===== src/rtl/mem_arb_pkg.sv =====
`default_nettype none
// ============================================================================
// mem_arb_pkg : shared types and defaults for the memory port arbiter
// Revision    : 1.0
// ============================================================================
package mem_arb_pkg;

   localparam logic [20:0] FLAG_ADDR_DEFAULT = 21'h07FFFE;

   typedef enum logic {
      REQ_HOST = 1'b0,
      REQ_USER = 1'b1
   } req_id_e;

   typedef enum logic [1:0] {
      OPEN   = 2'd0,
      DRAIN  = 2'd1,
      LOCKED = 2'd2
   } arb_state_e;

endpackage
`default_nettype wire


===== src/rtl/mem_port_arbiter_if.sv =====
`default_nettype none
// ============================================================================
// mem_port_arbiter_if : host, user and memory-side signals of the arbiter
// Revision            : 1.0
// ============================================================================
interface mem_port_arbiter_if #(
   parameter int AW = 21,
   parameter int DW = 32
);
   logic          h_req;
   logic          h_we;
   logic [AW-1:0] h_addr;
   logic [DW-1:0] h_wdata;
   logic          h_gnt;
   logic          h_rvalid;
   logic [DW-1:0] h_rdata;

   logic          u_req;
   logic          u_we;
   logic [AW-1:0] u_addr;
   logic [DW-1:0] u_wdata;
   logic          u_gnt;
   logic          u_rvalid;
   logic [DW-1:0] u_rdata;
   logic          u_lock;
   logic          lock_ack;

   logic          mem_req;
   logic          mem_we;
   logic [AW-1:0] mem_addr;
   logic [DW-1:0] mem_wdata;
   logic          mem_rvalid;
   logic [DW-1:0] mem_rdata;
   logic          rtn_err;

   modport slave (
      input  h_req, h_we, h_addr, h_wdata,
      output h_gnt, h_rvalid, h_rdata,
      input  u_req, u_we, u_addr, u_wdata, u_lock,
      output u_gnt, u_rvalid, u_rdata, lock_ack,
      output mem_req, mem_we, mem_addr, mem_wdata,
      input  mem_rvalid, mem_rdata,
      output rtn_err
   );

   modport master (
      output h_req, h_we, h_addr, h_wdata,
      input  h_gnt, h_rvalid, h_rdata,
      output u_req, u_we, u_addr, u_wdata, u_lock,
      input  u_gnt, u_rvalid, u_rdata, lock_ack,
      input  mem_req, mem_we, mem_addr, mem_wdata,
      output mem_rvalid, mem_rdata,
      input  rtn_err
   );
endinterface
`default_nettype wire


===== src/rtl/mem_port_arbiter_tag_fifo.sv =====
`default_nettype none
// ============================================================================
// tag_fifo : in-order requester-ID queue for outstanding memory reads
// Revision : 1.0
// ============================================================================
module tag_fifo
   import mem_arb_pkg::*;
#(
   parameter int DEPTH = 4,
   parameter int CW    = $clog2(DEPTH + 1)
) (
   input  logic          clk,
   input  logic          rst_n,
   input  logic          push,
   input  logic          push_id,
   input  logic          pop,
   output logic          pop_id,
   output logic [CW-1:0] count,
   output logic          empty,
   output logic          full
);
   localparam int PW = (DEPTH > 1) ? $clog2(DEPTH) : 1;

   logic [DEPTH-1:0] r_tags;
   logic [PW-1:0]    r_wr_ptr;
   logic [PW-1:0]    r_rd_ptr;
   logic [CW-1:0]    r_count;

   // Depth need not be a power of two, so pointers wrap explicitly.
   function automatic logic [PW-1:0] ptr_inc(input logic [PW-1:0] p);
      return (p == PW'(DEPTH - 1)) ? '0 : p + PW'(1);
   endfunction

   always_ff @(posedge clk or negedge rst_n) begin
      if (!rst_n) begin
         r_tags   <= '0;
         r_wr_ptr <= '0;
         r_rd_ptr <= '0;
         r_count  <= '0;
      end else begin
         if (push) begin
            r_tags[r_wr_ptr] <= push_id;
            r_wr_ptr         <= ptr_inc(r_wr_ptr);
         end
         if (pop) begin
            r_rd_ptr <= ptr_inc(r_rd_ptr);
         end
         r_count <= r_count + CW'(push) - CW'(pop);
      end
   end

   assign pop_id = r_tags[r_rd_ptr];
   assign count  = r_count;
   assign empty  = (r_count == '0);
   assign full   = (r_count == CW'(DEPTH));

endmodule
`default_nettype wire


===== src/rtl/mem_port_arbiter.sv =====
`default_nettype none
// ============================================================================
// mem_port_arbiter : shares one memory port between host and user sequencer
// Revision         : 1.0
// ============================================================================
module mem_port_arbiter
   import mem_arb_pkg::*;
#(
   parameter int            AW        = 21,
   parameter int            DW        = 32,
   parameter logic [AW-1:0] FLAG_ADDR = AW'(FLAG_ADDR_DEFAULT),
   parameter int            MAX_OUT   = 4
) (
   input  logic              clk,
   input  logic              rst_n,
   mem_port_arbiter_if.slave bus
);
   localparam int CW = $clog2(MAX_OUT + 1);

   arb_state_e    r_state;
   arb_state_e    w_state_nxt;
   req_id_e       r_rr_ptr;
   logic          r_lock_ack;
   logic          r_rtn_err;
   logic          r_mem_req;
   logic          r_mem_we;
   logic [AW-1:0] r_mem_addr;
   logic [DW-1:0] r_mem_wdata;
   logic [DW-1:0] r_h_rdata;
   logic [DW-1:0] r_u_rdata;
   logic [CW-1:0] r_user_rd;

   logic          w_h_flag;
   logic          w_h_elig;
   logic          w_u_elig;
   logic          w_h_gnt;
   logic          w_u_gnt;
   logic          w_h_rd_gnt;
   logic          w_u_rd_gnt;
   logic          w_push;
   logic          w_pop;
   logic          w_pop_id;
   logic          w_h_ret;
   logic          w_u_ret;
   logic          w_fifo_empty;
   logic          w_fifo_full;
   logic [CW-1:0] w_fifo_count;
   logic [CW-1:0] w_host_rd_nxt;

   // Reads stall at the outstanding limit; writes never need a return slot.
   assign w_h_flag = (bus.h_addr == FLAG_ADDR);
   assign w_h_elig = bus.h_req && (w_h_flag || (r_state == OPEN)) && (bus.h_we || !w_fifo_full);
   assign w_u_elig = bus.u_req && (bus.u_we || !w_fifo_full);

   always_comb begin
      w_h_gnt = 1'b0;
      w_u_gnt = 1'b0;
      if (w_h_elig && w_h_flag) begin
         w_h_gnt = 1'b1;
      end else if (w_h_elig && w_u_elig) begin
         if (r_rr_ptr == REQ_USER) w_u_gnt = 1'b1;
         else                      w_h_gnt = 1'b1;
      end else if (w_h_elig) begin
         w_h_gnt = 1'b1;
      end else if (w_u_elig) begin
         w_u_gnt = 1'b1;
      end
   end

   assign w_h_rd_gnt = w_h_gnt & ~bus.h_we;
   assign w_u_rd_gnt = w_u_gnt & ~bus.u_we;
   assign w_push     = w_h_rd_gnt | w_u_rd_gnt;
   assign w_pop      = bus.mem_rvalid & ~w_fifo_empty;
   assign w_h_ret    = w_pop & (w_pop_id == REQ_HOST);
   assign w_u_ret    = w_pop & (w_pop_id == REQ_USER);

   tag_fifo #(
      .DEPTH (MAX_OUT),
      .CW    (CW)
   ) u_tag_fifo (
      .clk     (clk),
      .rst_n   (rst_n),
      .push    (w_push),
      .push_id (w_u_gnt),
      .pop     (w_pop),
      .pop_id  (w_pop_id),
      .count   (w_fifo_count),
      .empty   (w_fifo_empty),
      .full    (w_fifo_full)
   );

   // Host reads still in flight after this cycle's grant and return.
   assign w_host_rd_nxt = w_fifo_count - r_user_rd + CW'(w_h_rd_gnt) - CW'(w_h_ret);

   always_comb begin
      w_state_nxt = r_state;
      case (r_state)
         OPEN:    if (bus.u_lock) w_state_nxt = DRAIN;
         DRAIN: begin
            if (!bus.u_lock)               w_state_nxt = OPEN;
            else if (w_host_rd_nxt == '0)  w_state_nxt = LOCKED;
         end
         LOCKED:  if (!bus.u_lock) w_state_nxt = OPEN;
         default: w_state_nxt = OPEN;
      endcase
   end

   always_ff @(posedge clk or negedge rst_n) begin
      if (!rst_n) begin
         r_state     <= OPEN;
         r_rr_ptr    <= REQ_USER;
         r_lock_ack  <= 1'b0;
         r_rtn_err   <= 1'b0;
         r_mem_req   <= 1'b0;
         r_mem_we    <= 1'b0;
         r_mem_addr  <= '0;
         r_mem_wdata <= '0;
         r_h_rdata   <= '0;
         r_u_rdata   <= '0;
         r_user_rd   <= '0;
      end else begin
         r_state    <= w_state_nxt;
         r_lock_ack <= (w_state_nxt == LOCKED);
         r_mem_req  <= w_h_gnt | w_u_gnt;
         r_user_rd  <= r_user_rd + CW'(w_u_rd_gnt) - CW'(w_u_ret);
         if (w_h_gnt) begin
            r_rr_ptr    <= REQ_USER;
            r_mem_we    <= bus.h_we;
            r_mem_addr  <= bus.h_addr;
            r_mem_wdata <= bus.h_wdata;
         end else if (w_u_gnt) begin
            r_rr_ptr    <= REQ_HOST;
            r_mem_we    <= bus.u_we;
            r_mem_addr  <= bus.u_addr;
            r_mem_wdata <= bus.u_wdata;
         end
         if (w_h_ret) r_h_rdata <= bus.mem_rdata;
         if (w_u_ret) r_u_rdata <= bus.mem_rdata;
         if (bus.mem_rvalid && w_fifo_empty) r_rtn_err <= 1'b1;
      end
   end

   assign bus.h_gnt     = w_h_gnt;
   assign bus.u_gnt     = w_u_gnt;
   assign bus.h_rvalid  = w_h_ret;
   assign bus.u_rvalid  = w_u_ret;
   assign bus.h_rdata   = w_h_ret ? bus.mem_rdata : r_h_rdata;
   assign bus.u_rdata   = w_u_ret ? bus.mem_rdata : r_u_rdata;
   assign bus.lock_ack  = r_lock_ack;
   assign bus.rtn_err   = r_rtn_err;
   assign bus.mem_req   = r_mem_req;
   assign bus.mem_we    = r_mem_we;
   assign bus.mem_addr  = r_mem_addr;
   assign bus.mem_wdata = r_mem_wdata;

endmodule
`default_nettype wire


===== src/flat_wrapper.sv =====
// flat-port wrapper written by rule: the top's interface ports become plain ports
module mem_port_arbiter_flat import mem_arb_pkg::*;
#(
   parameter int            AW        = 21,
   parameter int            DW        = 32,
   parameter logic [AW-1:0] FLAG_ADDR = AW'(FLAG_ADDR_DEFAULT),
   parameter int            MAX_OUT   = 4
)
  (clk, rst_n, bus_h_req, bus_h_we, bus_h_addr, bus_h_wdata, bus_h_gnt, bus_h_rvalid, bus_h_rdata, bus_u_req, bus_u_we, bus_u_addr, bus_u_wdata, bus_u_lock, bus_u_gnt, bus_u_rvalid, bus_u_rdata, bus_lock_ack, bus_mem_req, bus_mem_we, bus_mem_addr, bus_mem_wdata, bus_mem_rvalid, bus_mem_rdata, bus_rtn_err);
  mem_port_arbiter_if #(.AW(AW), .DW(DW)) bus_i ();
  input  logic clk;
  input  logic rst_n;
  input wire logic [$bits(bus_i.h_req)-1:0] bus_h_req;
  input wire logic [$bits(bus_i.h_we)-1:0] bus_h_we;
  input wire logic [$bits(bus_i.h_addr)-1:0] bus_h_addr;
  input wire logic [$bits(bus_i.h_wdata)-1:0] bus_h_wdata;
  output wire logic [$bits(bus_i.h_gnt)-1:0] bus_h_gnt;
  output wire logic [$bits(bus_i.h_rvalid)-1:0] bus_h_rvalid;
  output wire logic [$bits(bus_i.h_rdata)-1:0] bus_h_rdata;
  input wire logic [$bits(bus_i.u_req)-1:0] bus_u_req;
  input wire logic [$bits(bus_i.u_we)-1:0] bus_u_we;
  input wire logic [$bits(bus_i.u_addr)-1:0] bus_u_addr;
  input wire logic [$bits(bus_i.u_wdata)-1:0] bus_u_wdata;
  input wire logic [$bits(bus_i.u_lock)-1:0] bus_u_lock;
  output wire logic [$bits(bus_i.u_gnt)-1:0] bus_u_gnt;
  output wire logic [$bits(bus_i.u_rvalid)-1:0] bus_u_rvalid;
  output wire logic [$bits(bus_i.u_rdata)-1:0] bus_u_rdata;
  output wire logic [$bits(bus_i.lock_ack)-1:0] bus_lock_ack;
  output wire logic [$bits(bus_i.mem_req)-1:0] bus_mem_req;
  output wire logic [$bits(bus_i.mem_we)-1:0] bus_mem_we;
  output wire logic [$bits(bus_i.mem_addr)-1:0] bus_mem_addr;
  output wire logic [$bits(bus_i.mem_wdata)-1:0] bus_mem_wdata;
  input wire logic [$bits(bus_i.mem_rvalid)-1:0] bus_mem_rvalid;
  input wire logic [$bits(bus_i.mem_rdata)-1:0] bus_mem_rdata;
  output wire logic [$bits(bus_i.rtn_err)-1:0] bus_rtn_err;
  assign bus_i.h_req = bus_h_req;
  assign bus_i.h_we = bus_h_we;
  assign bus_i.h_addr = bus_h_addr;
  assign bus_i.h_wdata = bus_h_wdata;
  assign bus_h_gnt = bus_i.h_gnt;
  assign bus_h_rvalid = bus_i.h_rvalid;
  assign bus_h_rdata = bus_i.h_rdata;
  assign bus_i.u_req = bus_u_req;
  assign bus_i.u_we = bus_u_we;
  assign bus_i.u_addr = bus_u_addr;
  assign bus_i.u_wdata = bus_u_wdata;
  assign bus_i.u_lock = bus_u_lock;
  assign bus_u_gnt = bus_i.u_gnt;
  assign bus_u_rvalid = bus_i.u_rvalid;
  assign bus_u_rdata = bus_i.u_rdata;
  assign bus_lock_ack = bus_i.lock_ack;
  assign bus_mem_req = bus_i.mem_req;
  assign bus_mem_we = bus_i.mem_we;
  assign bus_mem_addr = bus_i.mem_addr;
  assign bus_mem_wdata = bus_i.mem_wdata;
  assign bus_i.mem_rvalid = bus_mem_rvalid;
  assign bus_i.mem_rdata = bus_mem_rdata;
  assign bus_rtn_err = bus_i.rtn_err;
  mem_port_arbiter #(.AW(AW), .DW(DW), .FLAG_ADDR(FLAG_ADDR), .MAX_OUT(MAX_OUT)) u_core (.clk(clk), .rst_n(rst_n), .bus(bus_i));
endmodule

===== config.mk =====
export PLATFORM = sky130hd
export DESIGN_NAME = mem_port_arbiter_flat
export DESIGN_NICKNAME = d
export VERILOG_FILES = /design/src/rtl/mem_arb_pkg.sv /design/src/rtl/mem_port_arbiter_if.sv /design/src/rtl/mem_port_arbiter_tag_fifo.sv /design/src/rtl/mem_port_arbiter.sv /design/src/flat_wrapper.sv
export SDC_FILE = /design/constraint.sdc
export NUM_CORES = 1
export LEC_CHECK = 0
export ABC_CLOCK_PERIOD_IN_PS = 3000
export BUFFER_PORTS_ARGS = -buffer_cell sky130_fd_sc_hd__buf_2
export CAP_MARGIN = 20
export CORE_MARGIN = 3
export CORE_UTILIZATION = 42
export CTS_CLUSTER_DIAMETER = 100
export CTS_CLUSTER_SIZE = 8
export DETAILED_ROUTE_END_ITERATION = 10
export PLACE_DENSITY = 0.76
export SYNTH_ARGS = -nofsm -noshare
export SYNTH_HDL_FRONTEND = slang
export SYNTH_SLANG_ARGS = --single-unit

===== constraint.sdc =====
create_clock -name clk -period 3 [get_ports clk]
set_input_delay 0.3 -clock clk [delete_from_list [all_inputs] [get_ports clk]]
set_output_delay 0.3 -clock clk [all_outputs]
set_load 0.005 [all_outputs]

* After elaboration in Yosys (flattened, before gate mapping)
Index checks and enable logic that the tools add are counted.
** Word-level totals
- Output and inout bits :: 125
- Bits of input ports :: 146
- Flip-flop bits (word level) :: 138
** Cells by class
- Order comparisons :: 3
- Multiplexer cells :: 31
- Equality and inequality tests :: 7
- Bitwise operators :: 11
- Reduce and logical (&&, ||, !) cells :: 15
- Add/subtract/negate cells :: 9
** Operator list (number)
- $mux 32 :: 4
- $mux 21 :: 2
- $eq 21x19->1 const B :: 1
- $mux 1 :: 15
- $mux 2 :: 6
- $add 3x1->3 :: 3
- $sub 3x1->3 :: 3
- $eq 2x2->1 const B :: 4
- $logic_and 1x1->1 :: 7
- $logic_not 3->1 :: 2
- $lt 2x3->1 const B :: 2
- $pmux 2 s3 :: 1
- $and 1x1->1 :: 5
- $add 2x1->2 const B :: 2
- $bwmux 4 :: 1
- $not 1->1 :: 4
- $eq 3x3->1 const B :: 1
- $logic_or 1x1->1 :: 3
- $sub 3x3->3 :: 1
- $bmux 1 s2 :: 1
- $demux 1 s2 :: 1
- $eq 2x1->1 const B :: 1
- $ge 2x1->1 const B :: 1
- $logic_not 2->1 :: 1
- 3 further kinds :: 4

* Longest topological paths before layout
Gate-level depths: netlist of the first run.
- Depth after elaboration :: 15
- Gate-level depth with buffers :: 14
- Mapped depth without buffers :: 13

* Hierarchy
A second synthesis of the first run with hierarchy kept.
** Second synthesis, totals
- Cell total of the unflattened synthesis :: 485
- Area total of the unflattened synthesis :: 6180.9 um^2
** Modules (own cells, without submodules)
- mem_port_arbiter :: times used 1, cells an instance 440, area each 5611.6 um^2
- tag_fifo :: times used 1, cells an instance 45, area each 569.3 um^2

* Least setup slack after synthesis of the first run
Ideal clock, no wire load.
- Path type :: register to register
- From :: register u_core.u_tag_fifo.r_rd_ptr[0]
- To :: register u_core.r_lock_ack (netlist: u_core.bus.lock_ack)
- Setup slack :: -321 ps
- Data arrival time :: 3256 ps
- Cell stages (with the launch flop) :: 13
- Data required time :: 2935 ps
- Period minus slack after synthesis :: 3321 ps
- Path through :: dfrtp_1 -> mux4_2 -> nor2_1 -> buf_2 -> inv_1 -> fa_1 -> inv_1 -> fa_1 -> inv_1 -> ha_1 -> nand2b_1 -> nor4_1 -> o21a_1
** Between the ends
- Cells in the longest elaborated chain, start to end :: 10
** RTL lines
- start, declared :: line mem_port_arbiter_tag_fifo.sv:26 : logic [PW-1:0] r_rd_ptr;
- start signal, assigned :: line mem_port_arbiter_tag_fifo.sv:46 : r_rd_ptr <= ptr_inc(r_rd_ptr);
- $bmux 1 s2 :: line mem_port_arbiter_tag_fifo.sv:52 : assign pop_id = r_tags[r_rd_ptr];
- $mux 1 (implied by the code) :: line mem_port_arbiter_tag_fifo.sv:52
- $not 1->1 :: line mem_port_arbiter.sv:74 : assign w_h_ret = w_pop & (w_pop_id == REQ_HOST);
- $and 1x1->1 :: line mem_port_arbiter.sv:74
- net bus_h_rvalid :: line flat_wrapper.sv:18 : output wire logic [$bits(bus_i.h_rvalid)-1:0] bus_h_rvalid;
- $sub 3x1->3 :: line mem_port_arbiter.sv:93 : assign w_host_rd_nxt = w_fifo_count - r_user_rd + CW'(w_h_rd_gnt) - CW'(w_h_ret);
- $logic_not 3->1 :: line mem_port_arbiter.sv:101 : else if (w_host_rd_nxt == '0) w_state_nxt = LOCKED;
- $mux 2 :: line mem_port_arbiter.sv:101
- $mux 2 :: line mem_port_arbiter.sv:100 : if (!bus.u_lock) w_state_nxt = OPEN;
- $pmux 2 s3 :: line mem_port_arbiter.sv:97 : case (r_state)
- $eq 2x2->1 :: line mem_port_arbiter.sv:123 : r_lock_ack <= (w_state_nxt == LOCKED);
- end signal, assigned :: line mem_port_arbiter.sv:123
- end, declared :: line mem_port_arbiter.sv:23 : logic r_lock_ack;
The timed path passes the listed nets, and every way through them passes these cells. The select of a mux whose other input is x is not followed.
A chain may end at the register's enable or synchronous reset.

* Worst setup path in the final report of the first run
- From :: register u_core.u_tag_fifo.r_count[1] (netlist: u_core.u_tag_fifo.count[1])
- To :: output bus_u_gnt
** Between the ends
- Cells in the longest elaborated chain, start to end :: 8
** RTL lines
- start, declared :: line mem_port_arbiter_tag_fifo.sv:27 : logic [CW-1:0] r_count;
- start signal, assigned :: line mem_port_arbiter_tag_fifo.sv:48 : r_count <= r_count + CW'(push) - CW'(pop);
- $eq 3x3->1 (*) :: line mem_port_arbiter_tag_fifo.sv:55 : assign full = (r_count == CW'(DEPTH));
- $logic_not 1->1 (*) :: line mem_port_arbiter.sv:52, mem_port_arbiter.sv:53
- $logic_or 1x1->1 :: line mem_port_arbiter.sv:53 : assign w_u_elig = bus.u_req && (bus.u_we || !w_fifo_full);
- $logic_and 1x1->1 :: line mem_port_arbiter.sv:53
- $mux 1 :: line mem_port_arbiter.sv:65 : end else if (w_u_elig) begin
- $mux 1 :: line mem_port_arbiter.sv:63 : end else if (w_h_elig) begin
- $mux 1 :: line mem_port_arbiter.sv:60 : end else if (w_h_elig && w_u_elig) begin
- $mux 1 (*) :: line mem_port_arbiter.sv:58 : if (w_h_elig && w_h_flag) begin
- end, declared :: line flat_wrapper.sv:25 : output wire logic [$bits(bus_i.u_gnt)-1:0] bus_u_gnt;
Mark *: on every way between the ends. The rest lies on a longest branch, timed or not.

==> results of run 1 <==
## path summary, 6_finish.rpt
kind / slack, ns / startpoint / cells past startpoint / to
worst min register to register: 0.46 / u_core.bus.rtn_err / 1 / u_core.bus.rtn_err
worst min-delay path: 0.12 / bus_h_wdata[24] / 3 / u_core.bus.mem_wdata[24]
max in group asynchronous: 1.75 / rst_n / 3 / u_core.r_rr_ptr
worst max register to register: 0.17 / u_core.u_tag_fifo.count[1] / 9 / u_core.r_user_rd[2]
worst max-delay path: 0.15 / u_core.u_tag_fifo.count[1] / 5 / bus_u_gnt
min in group asynchronous: 0.42 / rst_n / 2 / u_core.r_h_rdata[9]
## final cells by class
type                       instances  area [um^2]
clock buffer                      23          488
timing repair buffer             284         1510
sequential                       138         3450
multi-input combinational        253         2170
fill                            1066         5200
clock inverter                     9          184
tap                              176          220
inverter                          73          274
## critical path, cell delays in order (launching register included)
cell and delay, ns:
dfrtp_1 0.48, or4b_1 0.63, nand2_1 0.15, o221a_2 0.31, buf_6 0.36, buf_2 0.19
## flip-flops by register name (all words and copies together) (netlist names), 2 cells and up
| signal | count |
|---|---|
| u_core.u_tag_fifo.r_rd_ptr | 2 |
| u_core.u_tag_fifo.r_wr_ptr | 2 |
| u_core.bus.mem_wdata | 32 |
| u_core.bus.mem_addr | 21 |
| u_core.u_tag_fifo.count | 3 |
| u_core.r_state | 2 |
| u_core.r_u_rdata | 32 |
| u_core.r_user_rd | 3 |
| u_core.r_h_rdata | 32 |
| u_core.u_tag_fifo.r_tags | 4 |
## routing by layer
layer | GRT usage, % | share of wire (%)
met1 | 24.2 | 39
met2 | 36.4 | 53
met3 | 5.06 | 6.3
met4 | 7.84 | 2.0
met5 | 0 | 0
## power by group through the flow
stage	combinational (W)	clock [W]	sequential, W
detailed placement	0.00400	0	0.00332
global route	0.00444	0.00247	0.00341
floorplan	0.00228	0	0.00325
global placement	0.00386	0	0.00326
finish	0.00401	0.00234	0.00330
CTS	0.00403	0.00238	0.00330
## stage by stage
stage	hold WS, ns	worst slack, ns
after floorplan	0.00441	0.00309
after global placement	0.298	0.168
after detailed placement	0.304	0.0863
after CTS	0.0989	0.0450
after global routing	0.108	-0.00766
final	0.119	0.149
## synthesized netlist by cell type (2+ instances only)
cell	count	area, um^2
a21o_1	2	15.0
a21oi_1	2	10.0
a22o_1	4	35.0
a22oi_1	54	405
buf_1	3	11.3
buf_2	14	70.1
clkbuf_1	6	22.5
dfrtp_1	137	3430
fa_1	4	80.1
ha_1	11	138
inv_1	73	274
mux2_2	64	721
mux2_4	2	30.0
nand2_1	8	30.0
nand2b_1	2	12.5
nand4_1	2	12.5
nor2_1	3	11.3
nor3_1	4	20.0
nor3b_1	2	15.0
nor4_1	3	18.8
o21a_1	3	22.5
o21ai_0	40	200
o21ai_1	18	90.1
xnor2_1	6	52.6
## cell families (layout without fill, tap and decap cells)
kind of cell | count (synthesis) | in the layout | share of synthesized area (%)
XOR/XNOR | 7 | 7 | 1.03
multiplexers | 67 | 67 | 13.0
buffers and inverters | 96 | 389 | 6.37
AND/OR/NAND/NOR | 35 | 35 | 3.56
adder cells (fa/ha/maj) | 15 | 15 | 3.67
AO/OA/AOI/OAI | 129 | 129 | 14.1
flip-flops | 138 | 138 | 58.2
## repair_timing
action	4_1_cts	5_1_grt
setup buffers	0	1
resized for setup	0	5
endpoints found under the setup margin	0	36
hold endpoints to repair	59	0
hold buffers	1	0
==> results.py, run 1 <==
metrics = {
    "status": {
        "status": "completed",
    },
    "power": {
        "irDropWorstVdd_mv": 0.714,
        "seqPwrFrac_pct": 34.2,
        "p_clk_share_pct": 24.2,
        "pwr_density_cell_nw_per_um2": 1160,
        "power.switching_w": 0.00318,
        "internal_power_w": 0.00646,
        "combPwrFrac_pct": 41.6,
        "netSwitchingFraction_pct": 33.0,
        "leakage_nw": 4.27,
        "finalPower_w": 0.00964,
    },
    "synth": {
        "synth_edf_count": 0,
        "ys_seq_elements": 138,
        "synthCells": 487,
        "synthFlopType": "dfrtp_1",
        "yosysWarnings": 0,
        "syn_nets": 648,
        "seq_area_frac_synth_pct": 58.2,
        "syn_avg_cell_area_um2": 12.2,
        "ys_async_sr_fraction_pct": 100,
        "netlist_area_um2": 5930,
        "synth_cell_types": 44,
    },
    "clocking": {
        "clk_pin_slew_worst_paths_ns": 0.06,
        "cts_sinks": 138,
        "cts_buffers": 17,
        "clock_latency_ns": 0.41,
        "clockBufferDepth": 2,
        "cts_tree": "built",
        "cts_root_buf": "clkbuf_16",
        "h-tree-depth": 4,
    },
    "floorplan": {
        "initial_core_util_pct": 43.9,
        "ioPinCount": 271,
        "rows": 42,
        "die_x_um": 125,
        "dieArea_um2": 15600,
        "core_um2": 13500,
        "fp.dieH_um": 125,
    },
    "timing": {
        "finalHoldViolCount": 0,
        "clock.fmax_mhz": 351,
        "final.setup_skew_ns": 0.00675,
        "maxSlewViolCount": 0,
        "finalSetupViolations": 0,
        "period_needed_ns": 2.85,
        "setup-tns-final_ns": 0,
        "min_period_over_period_pct": 95.0,
        "worst_pin_slew_ns": 0.558,
        "relSlewSlack_pct": 62.8,
    },
    "place": {
        "post-dp-hpwl_um": 11900,
        "dpl_cell_area_um2": 7590,
        "dpl.cell_count": 922,
        "place.gp.congestion": 0.865,
        "port_buffers": 270,
    },
    "final_layout": {
        "final_cell_mix": "269 x buf_2, 137 x dfrtp_1, 71 x inv_1",
        "postLayoutCoreUtil_pct": 61.5,
        "mostFrequentLayoutCell": "buf_2",
        "fin_cells": 956,
        "nNetsFinal": 928,
        "antenna_cells": 0,
        "final_area_um2": 8300,
        "area_growth_pct": 39.9,
        "drive_gt1_share_pct": 50.8,
    },
    "drt": {
        "antenna_left": 0,
        "drt_iter0_markers": 274,
        "vias": 4856,
        "firstDrtPassIters": 5,
        "via_per_inst": 5.08,
        "wl_per_cell_um": 16.8,
        "drc": 0,
        "wirelength_um": 16100,
    },
    "setup_path": {
        "endpoint_kind": "output port",
        "cp.required_ns": 2.70,
        "cp-start-kind": "flop",
        "worstSetupPathType": "reg -> out",
        "crit_fanout": 51,
        "cp.arrival_ns": 2.55,
    },
    "min_path": {
        "hp-class": "in -> reg",
    },
    "grt": {
        "grt_pass1_vias": 5181,
        "grt_pass1_wl_um": 26100,
        "grt_max_degree": 80,
        "track_usage_pct": 20.6,
        "grt_overflow": 0,
        "antenna_found_initial": 0,
    },
    "run": {
        "drv_cap": 0,
    },
}
No activity file was read; power rests on OpenSTA's default activity.
==> run 2, diff against run 1 <==
--- a/config.mk
+++ b/config.mk
@@ -8,12 +8,13 @@
 export ABC_CLOCK_PERIOD_IN_PS = 3000
 export BUFFER_PORTS_ARGS = -buffer_cell sky130_fd_sc_hd__buf_2
 export CAP_MARGIN = 20
+export CORE_ASPECT_RATIO = 0.6
 export CORE_MARGIN = 3
 export CORE_UTILIZATION = 42
 export CTS_CLUSTER_DIAMETER = 100
 export CTS_CLUSTER_SIZE = 8
 export DETAILED_ROUTE_END_ITERATION = 10
-export PLACE_DENSITY = 0.76
+export PLACE_DENSITY = 0.86
 export SYNTH_ARGS = -nofsm -noshare
 export SYNTH_HDL_FRONTEND = slang
 export SYNTH_SLANG_ARGS = --single-unit
==> run 2 against run 1 <==
Effect of this change: critical endpoint is now bus_h_rdata[20]; setup slack got worse by 0.024 ns; final cell count increased by 1.2%; global-route usage decreased by 0.37 points; clock skew increased by 0.0035 ns; count of clock-buffer cells in the layout decreased by 6; power decreased by 1.6%; worst hold slack improved by 0.0031 ns; routed wire length decreased by 0.84%; utilization increased by 0.43 points; via count decreased by 0.29%; largest cell class unchanged.
==> results.py, run 2 (synthesis gave the netlist of run 1 again) <==
metrics = {
    "status": {
        "status": "completed",
    },
    "timing": {
        "min_period_over_period_pct": 95.8,
        "maxSlewViolCount": 0,
        "relSlewSlack_pct": 32.1,
        "period_needed_ns": 2.87,
        "worst_pin_slew_ns": 1.01,
        "clock.fmax_mhz": 348,
        "finalSetupViolations": 0,
        "finalHoldViolCount": 0,
        "fin_ws_ns": 0.125,
        "timing.hold.ws_ns": 0.122,
        "final.setup_skew_ns": 0.0102,
    },
    "setup_path": {
        "reg2reg_slack_ns": 0.13,
        "cp_slowest_cell": "mux4_2",
        "cp-start-kind": "flop",
        "path_cells": "mux4_2 -> nor2_4 -> buf_4 -> buf_4 -> mux2_2 -> buf_2",
        "endpoint_kind": "output port",
        "cp.required_ns": 2.70,
        "critical_path.max_stage_delay_ns": 0.58,
        "worstSetupPathType": "reg -> out",
        "cp.arrival_ns": 2.57,
        "crit_path_frequent_cell": "buf_4",
        "crit_fanout": 33,
    },
    "floorplan": {
        "rows": 32,
        "initial_core_util_pct": 44.5,
        "fp.dieH_um": 98.1,
        "die_x_um": 159,
        "dieArea_um2": 15600,
        "core_um2": 13300,
        "ioPinCount": 271,
    },
    "clocking": {
        "cts_tree": "built",
        "cts_root_buf": "clkbuf_16",
        "clock_latency_ns": 0.41,
        "clk_pin_slew_worst_paths_ns": 0.06,
        "h-tree-depth": 4,
        "cts_buffers": 17,
        "clockBufferDepth": 2,
        "cts_sinks": 138,
    },
    "final_layout": {
        "mostFrequentLayoutCell": "buf_2",
        "area_growth_pct": 39.1,
        "postLayoutCoreUtil_pct": 61.9,
        "fin_cells": 967,
        "nNetsFinal": 928,
        "ff_latch_area_um2": 3450,
        "fill_cells": 1091,
        "drive_gt1_share_pct": 50.9,
        "antenna_cells": 0,
        "final_cell_mix": "269 x buf_2, 137 x dfrtp_1, 70 x inv_1",
        "multi_input_area_um2": 2170,
    },
    "drt": {
        "drt_iter0_markers": 278,
        "antenna_left": 0,
        "wl_per_cell_um": 16.5,
        "wirelength_um": 15900,
        "vias": 4842,
        "via_per_inst": 5.01,
        "drc": 0,
        "firstDrtPassIters": 5,
    },
    "run": {
        "drv_cap": 0,
    },
    "grt": {
        "grt_max_degree": 71,
        "track_usage_pct": 20.2,
        "grt_pass1_vias": 5037,
        "antenna_found_initial": 0,
        "grt_overflow": 0,
        "grt_pass1_wl_um": 25600,
    },
    "place": {
        "pre_cts_slack_ns": 0.0736,
        "post-dp-hpwl_um": 12100,
        "place.gp.congestion": 0.795,
        "port_buffers": 270,
        "dpl.cell_count": 933,
    },
    "power": {
        "power.switching_w": 0.00326,
        "irDropWorstVdd_mv": 0.478,
        "combPwrFrac_pct": 42.9,
        "pwr_density_cell_nw_per_um2": 1150,
        "netSwitchingFraction_pct": 34.4,
        "p_clk_share_pct": 22.7,
        "internal_power_w": 0.00622,
        "seqPwrFrac_pct": 34.4,
        "leakage_nw": 4.24,
    },
    "min_path": {
        "hp-class": "in -> reg",
    },
}
==> run 2: metrics by stage <==
stage          total power, W  instance area [um^2]  setup TNS (ns)
6_report              0.00948                  8250               0
3_5_place_dp          0.00732                  7590               0
3_3_place_gp          0.00714                  7590               0
5_1_grt                0.0102                  8250         -0.0487
4_1_cts               0.00953                  8220               0
2_1_floorplan         0.00554                  5980               0
==> run 2: final timing paths <==
check | from | endpoint | cells past startpoint
max | u_core.u_tag_fifo.r_rd_ptr[0] | bus_h_rdata[20] | 6
min | bus_mem_rvalid | u_core.bus.rtn_err | 2
max reg2reg | u_core.u_tag_fifo.r_rd_ptr[0] | u_core.r_state[1] | 11
min reg2reg | u_core.bus.rtn_err | u_core.bus.rtn_err | 1
max in group asynchronous | rst_n | u_core.r_rr_ptr | 3
min in group asynchronous | rst_n | u_core.r_u_rdata[17] | 2
==> run 2: area by class of cell <==
class | count | area share, %
clock inverters | 15 | 2.35
clock buffers | 17 | 5.15
well taps | 187 | 2.84
inverters | 73 | 3.32
multi-input cells | 253 | 26.3
repair buffers | 284 | 18.1
flip-flops and latches | 138 | 41.9
==> run 2: power by group through the flow <==
stage | Clock [W] | Combinational, W | Sequential [W]
global placement | 0 | 0.00392 | 0.00323
global route | 0.00229 | 0.00450 | 0.00337
CTS | 0.00220 | 0.00406 | 0.00327
floorplan | 0 | 0.00228 | 0.00325
detailed placement | 0 | 0.00404 | 0.00328
finish | 0.00215 | 0.00407 | 0.00327
==> run 2: metal layers <==
metal | share of wire, % | track usage [%] | up-vias
met4 | 0.86 | 5.38 | 0
li1 | - | - | 2260
met2 | 50 | 33.9 | 167
met1 | 43 | 27.2 | 2402
met3 | 6.1 | 3.98 | 13
met5 | 0 | 0 | -
==> run 2: critical path: cells and delay by family (launching register included) <==
family / cells / cell delay, ns
multiplexers: 2 / 0.99
AND/OR/NAND/NOR: 1 / 0.13
buffers and inverters: 3 / 0.63
flip-flops: 1 / 0.40
==> run 2: timing repair <==
action                                 CTS  global route
endpoints found under the hold margin   68             0
setup endpoints to repair                0            36
buffers inserted                         0             1
hold buffers                             1             0
resized for setup                        0             5
==> run 3, diff against run 2 <==
--- a/config.mk
+++ b/config.mk
@@ -8,13 +8,13 @@
 export ABC_CLOCK_PERIOD_IN_PS = 3000
 export BUFFER_PORTS_ARGS = -buffer_cell sky130_fd_sc_hd__buf_2
 export CAP_MARGIN = 20
-export CORE_ASPECT_RATIO = 0.6
 export CORE_MARGIN = 3
 export CORE_UTILIZATION = 42
 export CTS_CLUSTER_DIAMETER = 100
 export CTS_CLUSTER_SIZE = 8
 export DETAILED_ROUTE_END_ITERATION = 10
 export PLACE_DENSITY = 0.86
+export SKIP_CTS_REPAIR_TIMING = 1
 export SYNTH_ARGS = -nofsm -noshare
 export SYNTH_HDL_FRONTEND = slang
 export SYNTH_SLANG_ARGS = --single-unit
==> run 3 against run 2 <==
Effect of this change: via count is 1.7% lower; critical path depth grew 6; highest routed layer unchanged; clock skew shrank 0.0045 ns; clock power grew 3%; first-iteration DRC count shrank 17%; critical path type is now reg -> reg.
==> results.py, run 3 (synthesis gave the netlist of run 1 again) <==
metrics = {
    "grt": {
        "grt_overflow": 0,
        "grt_pass1_wl_um": 25400,
        "antenna_found_initial": 0,
        "grt_pass1_vias": 5107,
        "track_usage_pct": 20.2,
        "grt_max_degree": 58,
    },
    "power": {
        "irDropWorstVdd_mv": 0.529,
        "finalPower_w": 0.00949,
        "leakage_nw": 4.25,
        "pwr_density_cell_nw_per_um2": 1150,
    },
    "final_layout": {
        "drive_gt1_share_pct": 51.0,
        "nNetsFinal": 929,
        "final_cell_mix": "269 x buf_2, 137 x dfrtp_1, 71 x inv_1",
        "mostFrequentLayoutCell": "buf_2",
        "area_growth_pct": 39.2,
        "final_area_um2": 8260,
        "antenna_cells": 0,
    },
    "timing": {
        "worst_pin_slew_ns": 0.963,
        "maxSlewViolCount": 0,
        "clock.fmax_mhz": 347,
        "rsz0062_at_grt": "true",
        "setup-tns-final_ns": 0,
        "relSlewSlack_pct": 35.2,
        "final.setup_skew_ns": 0.00570,
        "finalSetupViolations": 0,
        "finalHoldViolCount": 0,
        "timing.hold.ws_ns": 0.120,
        "min_period_over_period_pct": 96.1,
        "period_needed_ns": 2.88,
    },
    "setup_path": {
        "crit_path_start": "u_core.u_tag_fifo.r_rd_ptr[0]",
        "worstSetupPathType": "reg -> reg",
        "cp-start-kind": "flop",
        "cp.arrival_ns": 3.23,
        "reg2reg_from": "u_core.u_tag_fifo.r_rd_ptr[0]",
        "cp.required_ns": 3.35,
        "crit_fanout": 4,
        "endpoint_kind": "flop",
    },
    "clocking": {
        "clk_pin_slew_worst_paths_ns": 0.06,
        "cts_tree": "built",
        "clock_latency_ns": 0.41,
        "h-tree-depth": 4,
        "cts_sinks": 138,
        "cts_buffers": 17,
        "cts_root_buf": "clkbuf_16",
        "clockBufferDepth": 2,
    },
    "drt": {
        "firstDrtPassIters": 4,
        "vias": 4758,
        "drc": 0,
        "via_per_inst": 4.98,
        "wirelength_um": 15600,
        "wl_per_cell_um": 16.3,
        "drt_iter0_markers": 231,
        "antenna_left": 0,
    },
    "floorplan": {
        "fp.dieH_um": 125,
        "core_um2": 13500,
        "dieArea_um2": 15600,
        "rows": 42,
        "initial_core_util_pct": 43.9,
        "ioPinCount": 271,
        "die_x_um": 125,
    },
    "run": {
        "drv_cap": 0,
    },
    "place": {
        "dpl_cell_area_um2": 7580,
        "place.gp.congestion": 0.866,
        "port_buffers": 270,
        "post-dp-hpwl_um": 11600,
    },
    "status": {
        "status": "completed",
    },
    "min_path": {
        "hold_start": "bus_h_wdata[29]",
        "hp-class": "in -> reg",
    },
}
==> run 3: area by class of cell <==
type,instances,area (um^2)
Sequential cell,138,3450
Clock buffer,20,467
Inverter,73,274
Clock inverter,11,169
Tap cell,176,220
Multi-Input combinational cell,253,2170
Fill cell,1082,5250
Timing Repair Buffer,285,1500
==> run 3: worst paths after layout <==
path | end | slack, ns | depth (start not counted)
setup / recovery | u_core.bus.lock_ack | 0.12 | 12
hold / removal | u_core.bus.mem_wdata[29] | 0.12 | 3
setup reg to reg | u_core.bus.lock_ack | 0.12 | 12
hold reg to reg | u_core.bus.rtn_err | 0.47 | 1
max in group asynchronous | u_core.r_h_rdata[29] | 1.72 | 3
min in group asynchronous | u_core.r_u_rdata[6] | 0.42 | 2
==> run 3: critical path: stages, from the launching register on <==
cell	delay [ns]
dfrtp_1	0.41
mux4_2	0.56
nor2_4	0.11
inv_2	0.04
fa_2	0.33
inv_2	0.07
fa_1	0.37
inv_1	0.07
ha_2	0.18
xnor2_2	0.12
xnor2_2	0.12
nor4_4	0.28
o21a_1	0.15
==> run 3: metrics by stage <==
stage                     setup slack, ns  util [%]  cells
final                               0.118      61.2    956
after global routing              -0.0307      61.2    956
after CTS                          0.0642      60.9    954
after detailed placement           0.0860      56.2    923
after global placement              0.171      56.2    923
after floorplan                   0.00309         -    487
==> run 3: report_power, final <==
part | total, W | leakage (nW) | switching (W) | internal (W)
Combinational | 0.00400 | 2.31 | 0.00195 | 0.00205
Clock | 0.00221 | 0.300 | 0.000765 | 0.00145
Sequential | 0.00327 | 1.64 | 0.000442 | 0.00283
Total | 0.00949 | 4.25 | 0.00316 | 0.00633
==> run 3: per-layer routing <==
metal	wire length, um	track usage, %	vias to the layer above
met4	385	8.74	0
li1	-	-	2256
met2	8280	36.2	188
met1	5990	23.1	2281
met5	0	0	-
met3	929	4.46	33
